--- config.mk ---
export PLATFORM = sky130hd
export DESIGN_NAME = counter_timer_arbiter
export DESIGN_NICKNAME = d
export VERILOG_FILES = /design/src/rtl/counter_timer_arbiter.sv
export SDC_FILE = /design/constraint.sdc
export NUM_CORES = 1
export LEC_CHECK = 0
export BUFFER_PORTS_ARGS = -buffer_cell sky130_fd_sc_hd__buf_2
export CORE_AREA = 2 2 56 58
export DETAILED_ROUTE_END_ITERATION = 16
export DIE_AREA = 0 0 58 60
export GPL_ROUTABILITY_DRIVEN = 0
export HOLD_SLACK_MARGIN = 0.02
export PLACE_DENSITY = 0.73
export SYNTH_ARGS = -nofsm -noshare
export SYNTH_HDL_FRONTEND = slang
export SYNTH_SLANG_ARGS = --single-unit
--- constraint.sdc ---
create_clock -name clk -period 1.6 [get_ports clk]
set_input_delay 0.08 -clock clk [delete_from_list [all_inputs] [get_ports clk]]
set_output_delay 0.08 -clock clk [all_outputs]
set_load 0.02 [all_outputs]
--- src/rtl/counter_timer_arbiter.sv ---
// counter_timer_arbiter
//
// Shares one CNT_W-bit up-counter among N_REQ clients. Requests are served
// in round-robin order. A granted client's counter runs from 0 up to its
// target, and then that client gets a single-cycle done pulse.
//
// State table:
//   state   | meaning
//   S_IDLE  | no grant; counter held at 0; looking for a request from ptr upward
//   S_COUNT | grant active; counter climbing toward the latched target
//   S_DONE  | one-cycle completion; done pulse for the granted client
//
// Ports:
//   clk    in   rising-edge clock
//   rst    in   asynchronous active-low reset
//   req    in   [N_REQ]        per-client request level
//   tgt    in   [N_REQ*CNT_W]  flattened targets; client i uses tgt[i*CNT_W +: CNT_W]
//   gnt    out  [N_REQ]        one-hot grant, zero when idle
//   done   out  [N_REQ]        one-hot single-cycle completion pulse
//   busy   out                 high whenever not idle
//   cnt_q  out  [CNT_W]        live counter value
module counter_timer_arbiter #(
    parameter int N_REQ = 4,
    parameter int CNT_W = 4
) (
    input  logic                     clk,
    input  logic                     rst,
    input  logic [N_REQ-1:0]         req,
    input  logic [N_REQ*CNT_W-1:0]   tgt,
    output logic [N_REQ-1:0]         gnt,
    output logic [N_REQ-1:0]         done,
    output logic                     busy,
    output logic [CNT_W-1:0]         cnt_q
);

    localparam int PTR_W = (N_REQ > 1) ? $clog2(N_REQ) : 1;

    typedef enum logic [1:0] {
        S_IDLE  = 2'd0,
        S_COUNT = 2'd1,
        S_DONE  = 2'd2
    } state_t;

    state_t             state_q, state_d;
    logic [PTR_W-1:0]   ptr_q, ptr_d;
    logic [PTR_W-1:0]   idx_q, idx_d;
    logic [CNT_W-1:0]   tgt_q, tgt_d;
    logic [N_REQ-1:0]   gnt_d, done_d;
    logic               busy_d;
    logic [CNT_W-1:0]   cnt_d;

    logic               found;
    logic [PTR_W-1:0]   sel;
    logic [PTR_W-1:0]   sel_nxt;
    logic [PTR_W-1:0]   cand;
    int                 j;

    // Round-robin search: first requester at or after ptr, wrapping at N_REQ.
    always_comb begin
        found = 1'b0;
        sel   = '0;
        cand  = '0;
        j     = 0;
        for (int k = 0; k < N_REQ; k++) begin
            j = int'(ptr_q) + k;
            if (j >= N_REQ) begin
                j = j - N_REQ;
            end
            cand = PTR_W'(j);
            if (!found && req[cand]) begin
                found = 1'b1;
                sel   = cand;
            end
        end
        if (int'(sel) == N_REQ - 1) begin
            sel_nxt = '0;
        end else begin
            sel_nxt = sel + PTR_W'(1);
        end
    end

    always_comb begin
        state_d = state_q;
        ptr_d   = ptr_q;
        idx_d   = idx_q;
        tgt_d   = tgt_q;
        gnt_d   = gnt;
        done_d  = '0;
        busy_d  = busy;
        cnt_d   = cnt_q;

        case (state_q)
            S_IDLE: begin
                cnt_d = '0;
                if (found) begin
                    state_d    = S_COUNT;
                    gnt_d      = '0;
                    gnt_d[sel] = 1'b1;
                    tgt_d      = tgt[int'(sel)*CNT_W +: CNT_W];
                    idx_d      = sel;
                    ptr_d      = sel_nxt;
                    busy_d     = 1'b1;
                end
            end
            S_COUNT: begin
                if (!req[idx_q]) begin
                    // client withdrew: abort without a done pulse
                    state_d = S_IDLE;
                    gnt_d   = '0;
                    cnt_d   = '0;
                    busy_d  = 1'b0;
                end else if (cnt_q == tgt_q) begin
                    state_d       = S_DONE;
                    done_d[idx_q] = 1'b1;
                end else begin
                    cnt_d = cnt_q + CNT_W'(1);
                end
            end
            S_DONE: begin
                state_d = S_IDLE;
                gnt_d   = '0;
                cnt_d   = '0;
                busy_d  = 1'b0;
            end
            default: begin
                state_d = S_IDLE;
                gnt_d   = '0;
                cnt_d   = '0;
                busy_d  = 1'b0;
            end
        endcase
    end

    always_ff @(posedge clk or negedge rst) begin
        if (!rst) begin
            state_q <= S_IDLE;
            ptr_q   <= '0;
            idx_q   <= '0;
            tgt_q   <= '0;
            gnt     <= '0;
            done    <= '0;
            busy    <= 1'b0;
            cnt_q   <= '0;
        end else begin
            state_q <= state_d;
            ptr_q   <= ptr_d;
            idx_q   <= idx_d;
            tgt_q   <= tgt_d;
            gnt     <= gnt_d;
            done    <= done_d;
            busy    <= busy_d;
            cnt_q   <= cnt_d;
        end
    end

endmodule

==> results of run 1 <==
## stage by stage
step	instances	util	TNS [ps]	hold WS, ps	setup slack, ps
finish	207	0.597	-21.6	76.3	-13.9
global route	207	0.597	-601	113	-94.1
CTS	204	0.580	-3.37	82.8	-3.37
detailed placement	194	0.538	-242	89.5	-85.5
global placement	194	0.538	0	77.0	5.28
floorplan	118	-	0	-216	9.93
## cell type report
type	count	area, um^2
timing repair buffer	54	323
fill	255	1170
clock inverter	1	5.00
tap	33	41.3
clock buffer	3	22.5
multi-input combinational	91	753
inverter	2	12.5
sequential	23	577
## routing by layer
metal  share of wire  global-route usage  up-vias  routed length, um
met5               0                   0        -                  0
met4           0.021              0.0897        0                 65
met3           0.042              0.0130        5                134
met2            0.51               0.339       35               1610
met1            0.43               0.232      564               1350
li1                -                   -      552                  -
## cells in the mapped netlist, drive strengths merged
cell type / count
inv: 2
nor3b: 2
nor2: 9
o31ai: 4
a211o: 5
or2: 1
mux2i: 6
xor2: 6
a21o: 1
o211ai: 2
nor3: 2
and3b: 1
dfrtp: 23
o21ai: 5
nand2: 14
mux4: 1
and3: 1
nand3: 1
nand4: 4
nor4: 2
nand2b: 3
buf: 2
ha: 5
nor2b: 1
o311ai: 2
a21oi: 3
or3: 2
nand3b: 1
a22o: 4
and4b: 1
o21a: 2
## layout by cell type, fill, tap and decap left out, drive strengths merged, types with 4 or more instances in the layout
| cell type | count |
|---|---|
| a211o | 5 |
| a22o | 4 |
| buf | 53 |
| dfrtp | 23 |
| ha | 5 |
| mux2i | 6 |
| nand2 | 14 |
| nand4 | 4 |
| nor2 | 9 |
| o21ai | 5 |
| o31ai | 4 |
| xor2 | 6 |
## what timing repair did
| item | 4_1_cts | 5_1_grt |
|---|---|---|
| buffers inserted | 5 | 3 |
| gates cloned | 0 | 0 |
| pin swaps | 5 | 6 |
| hold endpoints to repair | 23 | 0 |
| setup endpoints to repair | 7 | 12 |
| hold buffers | 1 | 0 |
| resized for setup | 10 | 6 |
## logic make-up after synthesis
family          after synthesis
flops                        23
simple gates                 45
xor+xnor                      6
buf+inv                       4
fa+ha+maj                     5
mux                           7
compound gates               28
## critical path, stage by stage (launching register included)
cell	delay [ps]
dfrtp_1	450
buf_4	160
a211o_1	270
o21a_4	150
buf_4	140
ha_2	160
a22o_1	200
## sequential cells by signal (all words and copies together), names as in the netlist
name,flops
idx_q,2
gnt,4
state_q,2
busy,1
cnt_q,4
ptr_q,2
done,4
tgt_q,4
## power by group through the flow
stage | Clock (mW) | Sequential, mW | Combinational, mW
after floorplan | 0 | 1.07 | 0.906
after global placement | 0 | 0.956 | 1.42
after detailed placement | 0 | 0.970 | 1.47
after CTS | 0.278 | 0.958 | 1.61
after global routing | 0.302 | 0.991 | 1.87
final | 0.270 | 0.961 | 1.71
## worst paths after layout
check	from	end	slack [ps]	cells past startpoint
max	ptr_q[1]	gnt[2]	-10	6
min	tgt[7]	tgt_q[3]	80	3
max reg2reg	ptr_q[1]	gnt[2]	-10	6
min reg2reg	busy	busy	480	2
max in group asynchronous	rst	ptr_q[0]	980	2
min in group asynchronous	rst	done[1]	250	2
==> impl_results.md, run 1 <==
* Rows at 20
* VDD IR max at 945 uV
* Synth warn at 0
* Max-cap violations at 0
* Total number of vias at 1156
* P&R area growth vs syn at 34.7%
* Ports at 35
* RSZ-0062 raised after global routing: true
* DRC errors left at 0
* Nets@finish at 202
* Synth Area in Compound Gates at 0.163
* Power Density at 1700 nW/um^2
* First-pass GRT wire length at 4.96 mm
* CTS Buf Count at 3
* Area post-placement at 1560 um^2
* Synth area leader: dfrtp_1
* Gate Count Post-Synth at 118
* Tot GR Track Use at 0.189
* Worst-path clk slew at 130 ps
* Top area cells in the synthesized netlist: dfrtp_1 (45%), ha_1 (4.9%), mux2i_1 (4.7%)
* Hpwl dp at 2.24 mm
* Clock Tree Root: clkbuf_4
* Simple-Gate Fraction of Synth Area at 0.214
* Sw Pwr at 1.26 mW
* CP Capture Type: flop
* Total wire length at 3.16 mm
* Pre-antenna DRT Iters at 4
* Fin worst setup slack at -13.9 ps
* Final Hold Fails at 0
* Combinational family with the most area after synthesis: simple AND/OR/NAND/NOR gates
* Switching share of total power at 0.426
* Violated checks: negative setup slack
* Max Freq at 0.620 GHz
* Die width at 58 um
* Detailed-route wire length per cell at 15.3 um
* Net count after synthesis at 145
* Pin count of the biggest net entering global routing at 24
* Fin crit period at 1610 ps
* Synth unique cells at 39
* Synth Area in Adders at 0.0486
* Logic pwr share at 0.582
* Vias in the first global route at 1093
* Slew Limit Fails at 0
* Min-delay worst type: in -> reg
* Clock share of power at 0.092
* Final Cell Area at 1730 um^2
* Leakage power at 0.869 nW
* XOR/XNOR Fraction of Synth Area at 0.0408
* Status: finished with violations
* Fin Clk Skew at 3.21 ps
* Mean Syn Cell Area at 10.9 um^2
* Worst slew pin tran at 514 ps
* Die area at 3480 um^2
* Clock Sinks at 23
* IO Port Bufs at 34
* Top cell type's share of synthesized area at 0.447
* Power Internal at 1.69 mW
* DR iter-0 viols at 31
* Seq cells post-synth at 23
* Final period util at 1.01
* Antenna violations before repair at 0
* Clk_lat worst skew at 310 ps
* CTS max path bufs at 2
* Sequential-to-total area share from yosys stat at 0.447
* Max_slew headroom at 0.657
* Crit path required time at 1820 ps
* Height of the die at 60 um
* Share of layout cells above drive strength 1 at 0.454
* # H-tree levels at 1
* Ant diodes at 0
* Overall power at 2.94 mW
* Antenna-violating nets left at 0
* Max FO, Critical Path at 5
* Routed vias/inst at 5.58
* Cell Area, Synth at 1290 um^2
* Initial Util at 0.444
* Core box area at 2900 um^2
* Kind of critical path: reg -> reg
* # setup viols final at 2
* Startpoint types: flop
* Reg power frac at 0.326
* TritonCTS clock tree: done
* Grt ovf at 0
* CP arrival at 1830 ps
* Mux cell area share after synthesis at 0.0641
No activity file was read; power rests on OpenSTA's default activity.
==> run 2, diff against run 1 <==
==> constraint.sdc (replaced) <==
create_clock -name clk -period 1.6 [get_ports clk]
set_input_delay 0.32 -clock clk [delete_from_list [all_inputs] [get_ports clk]]
set_output_delay 0.32 -clock clk [all_outputs]
set_load 0.02 [all_outputs]
==> run 2 against run 1 <==
The flow still finishes with violations (negative setup slack). Total power up 0.13%. Via count grew 0.17%. Clock-buffer cell count stayed put. Largest cell class unchanged.
==> impl_results.md, run 2 (synthesized netlist as in run 1, its figures left out) <==
* Worst r2r path cells at 6 (unchanged)
* Grt ovf at 0 (unchanged)
* Slew Limit Fails at 0 (unchanged)
* RSZ-0062 raised after global routing: true (unchanged)
* GRT met1 Usage at 0.232 (about the same)
* Final period util at 1.03 (was 1.01)
* Core box area at 2900 um^2 (unchanged)
* Worst path depth at 6 (unchanged)
* Worst slew pin tran at 571 ps (was 514 ps)
* CTS Buf Count at 3 (unchanged)
* WP buf/inv at 1 (was 2)
* Violated checks: negative setup slack (unchanged)
* Power Density at 1690 nW/um^2 (was 1700 nW/um^2)
* Min-delay worst type: in -> reg (unchanged)
* IO Port Bufs at 34 (unchanged)
* CP arrival at 1870 ps (was 1830 ps)
* Crit-path max cell delay at 470 ps (was 450 ps)
* HP Start: tgt[7] (unchanged)
* Startpoint types: flop (unchanged)
* GRT Max-Usage Layer: met2 (unchanged)
* Layout Utilization at 0.600 (was 0.597)
* Final Hold Fails at 0 (unchanged)
* Pin count of the biggest net entering global routing at 24 (unchanged)
* GR Layer Usage met3 at 0.0238 (was 0.0130)
* Area post-placement at 1560 um^2 (unchanged)
* Antenna violations before repair at 0 (unchanged)
* Clock Sinks at 23 (unchanged)
* Status: finished with violations (unchanged)
* Share of layout cells above drive strength 1 at 0.471 (was 0.454)
* Most frequent cells in the layout: buf_2 (34), dfrtp_1 (22), buf_4 (17) (was buf_2 (34), dfrtp_1 (22), buf_4 (19))
* Rows at 20 (unchanged)
* Antenna-violating nets left at 0 (unchanged)
* Nets@finish at 202 (unchanged)
* Worst-path clk slew at 130 ps (about the same)
* First-pass GRT wire length at 5.02 mm (was 4.96 mm)
* DR iter-0 viols at 32 (was 31)
* Ports at 35 (unchanged)
* Fin crit period at 1650 ps (was 1610 ps)
* Fin worst setup slack at -53.8 ps (was -13.9 ps)
* Worst Hold Depth at 3 (unchanged)
* TritonCTS clock tree: done (unchanged)
* Vias in the first global route at 1166 (was 1093)
* P&R area growth vs syn at 35.2% (was 34.7%)
* Final Cell Area at 1740 um^2 (was 1730 um^2)
* Top Family by Delay on Critical Path: compound AO/OA/AOI/OAI gates (unchanged)
* Hpwl dp at 2.24 mm (about the same)
* Routed vias/inst at 5.59 (was 5.58)
* VDD IR max at 958 uV (was 945 uV)
* Total number of vias at 1158 (was 1156)
* Height of the die at 60 um (unchanged)
* Max FO, Critical Path at 6 (was 5)
* Crit path launch: ptr_q[0] (was ptr_q[1])
* Pre-antenna DRT Iters at 4 (unchanged)
* Fin Clk Skew at 5.53 ps (was 3.21 ps)
* Detailed-route wire length per cell at 14.8 um (was 15.3 um)
* Met2 Usage GRT at 0.331 (was 0.339)
* Max_slew headroom at 0.617 (was 0.657)
* DRC errors left at 0 (unchanged)
* Crit path required time at 1810 ps (was 1820 ps)
* Max-cap violations at 0 (unchanged)
* Die width at 58 um (unchanged)
* Clk_lat worst skew at 310 ps (about the same)
* CP Capture Type: flop (unchanged)
* CTS max path bufs at 2 (unchanged)
* Leakage power at 0.866 nW (was 0.869 nW)
* # H-tree levels at 1 (unchanged)
* Max Freq at 0.605 GHz (was 0.620 GHz)
* Total wire length at 3.06 mm (was 3.16 mm)
* Commonest non-fill, non-tap cell in the layout: buf_2 (unchanged)
* # setup viols final at 5 (was 2)
* Reg2reg start: ptr_q[0] (was ptr_q[1])
* Die area at 3480 um^2 (unchanged)
* Slowest CP cell: dfrtp_2 (was dfrtp_1)
* Tot GR Track Use at 0.189 (about the same)
* Initial Util at 0.444 (unchanged)
* Ant diodes at 0 (unchanged)
* Clock Tree Root: clkbuf_4 (unchanged)
* Crit path cell chain: nor3b_2 > a211o_1 > o21a_4 > buf_4 > ha_2 > a22o_1 (was buf_4 > a211o_1 > o21a_4 > buf_4 > ha_2 > a22o_1)
* Kind of critical path: reg -> reg (unchanged)
==> run 2: final timing paths <==
| kind | to | slack, ps |
|---|---|---|
| max | gnt[2] | -50 |
| min | tgt_q[3] | 320 |
| max reg2reg | gnt[2] | -50 |
| min reg2reg | busy | 500 |
| max in group asynchronous | ptr_q[0] | 740 |
| min in group asynchronous | done[1] | 490 |
==> run 2: where the power goes <==
part / switching (mW) / leakage, nW / internal (mW) / total, mW
sequential: 0.192 / 0.298 / 0.791 / 0.983
combinational: 0.889 / 0.551 / 0.803 / 1.69
clock: 0.179 / 0.0177 / 0.0934 / 0.272
==> run 2: repair_timing <==
item                                    in CTS  in global routing
cloned                                       0                  0
setup buffers                                5                  3
hold endpoints to repair                    23                  0
gates resized for setup                      9                  8
hold buffers                                 1                  0
pin swaps                                    4                 12
endpoints found under the setup margin       7                 16
==> run 2: cell type report <==
cell class | instances | area (um^2)
clock buffers | 3 | 22.5
clock inverters | 1 | 5.00
fillers | 253 | 1160
inverters | 2 | 12.5
multi-input cells | 91 | 752
flip-flops and latches | 23 | 577
well taps | 33 | 41.3
repair buffers | 54 | 330
==> run 2: worst reg2reg max path, delay by kind of cell (launching register included) <==
family	cells	cell delay (ps)
AOI/OAI and AO/OA	3	640
adders and majority gates	1	150
buffers and inverters	1	130
DFF	1	470
and+or+nand+nor	1	170
==> run 2: per-layer routing <==
metal  vias up  share of wire
li1        550              -
met1       551           0.42
met2        51           0.50
met3         6          0.062
met4         0          0.017
met5         -              0
==> run 2: through the flow <==
| stage | worst slack, ps | total power [mW] | hold WS, ps | TNS (ps) | instances |
|---|---|---|---|---|---|
| 5_1_grt | -94.2 | 3.17 | 352 | -910 | 207 |
| 2_1_floorplan | 9.93 | 1.98 | 24.4 | 0 | 118 |
| 4_1_cts | -11.1 | 2.81 | 321 | -22.1 | 204 |
| 3_5_place_dp | -52.3 | 2.41 | 320 | -136 | 194 |
| 3_3_place_gp | -6.69 | 2.36 | 317 | -6.69 | 194 |
| 6_report | -53.8 | 2.95 | 320 | -132 | 207 |
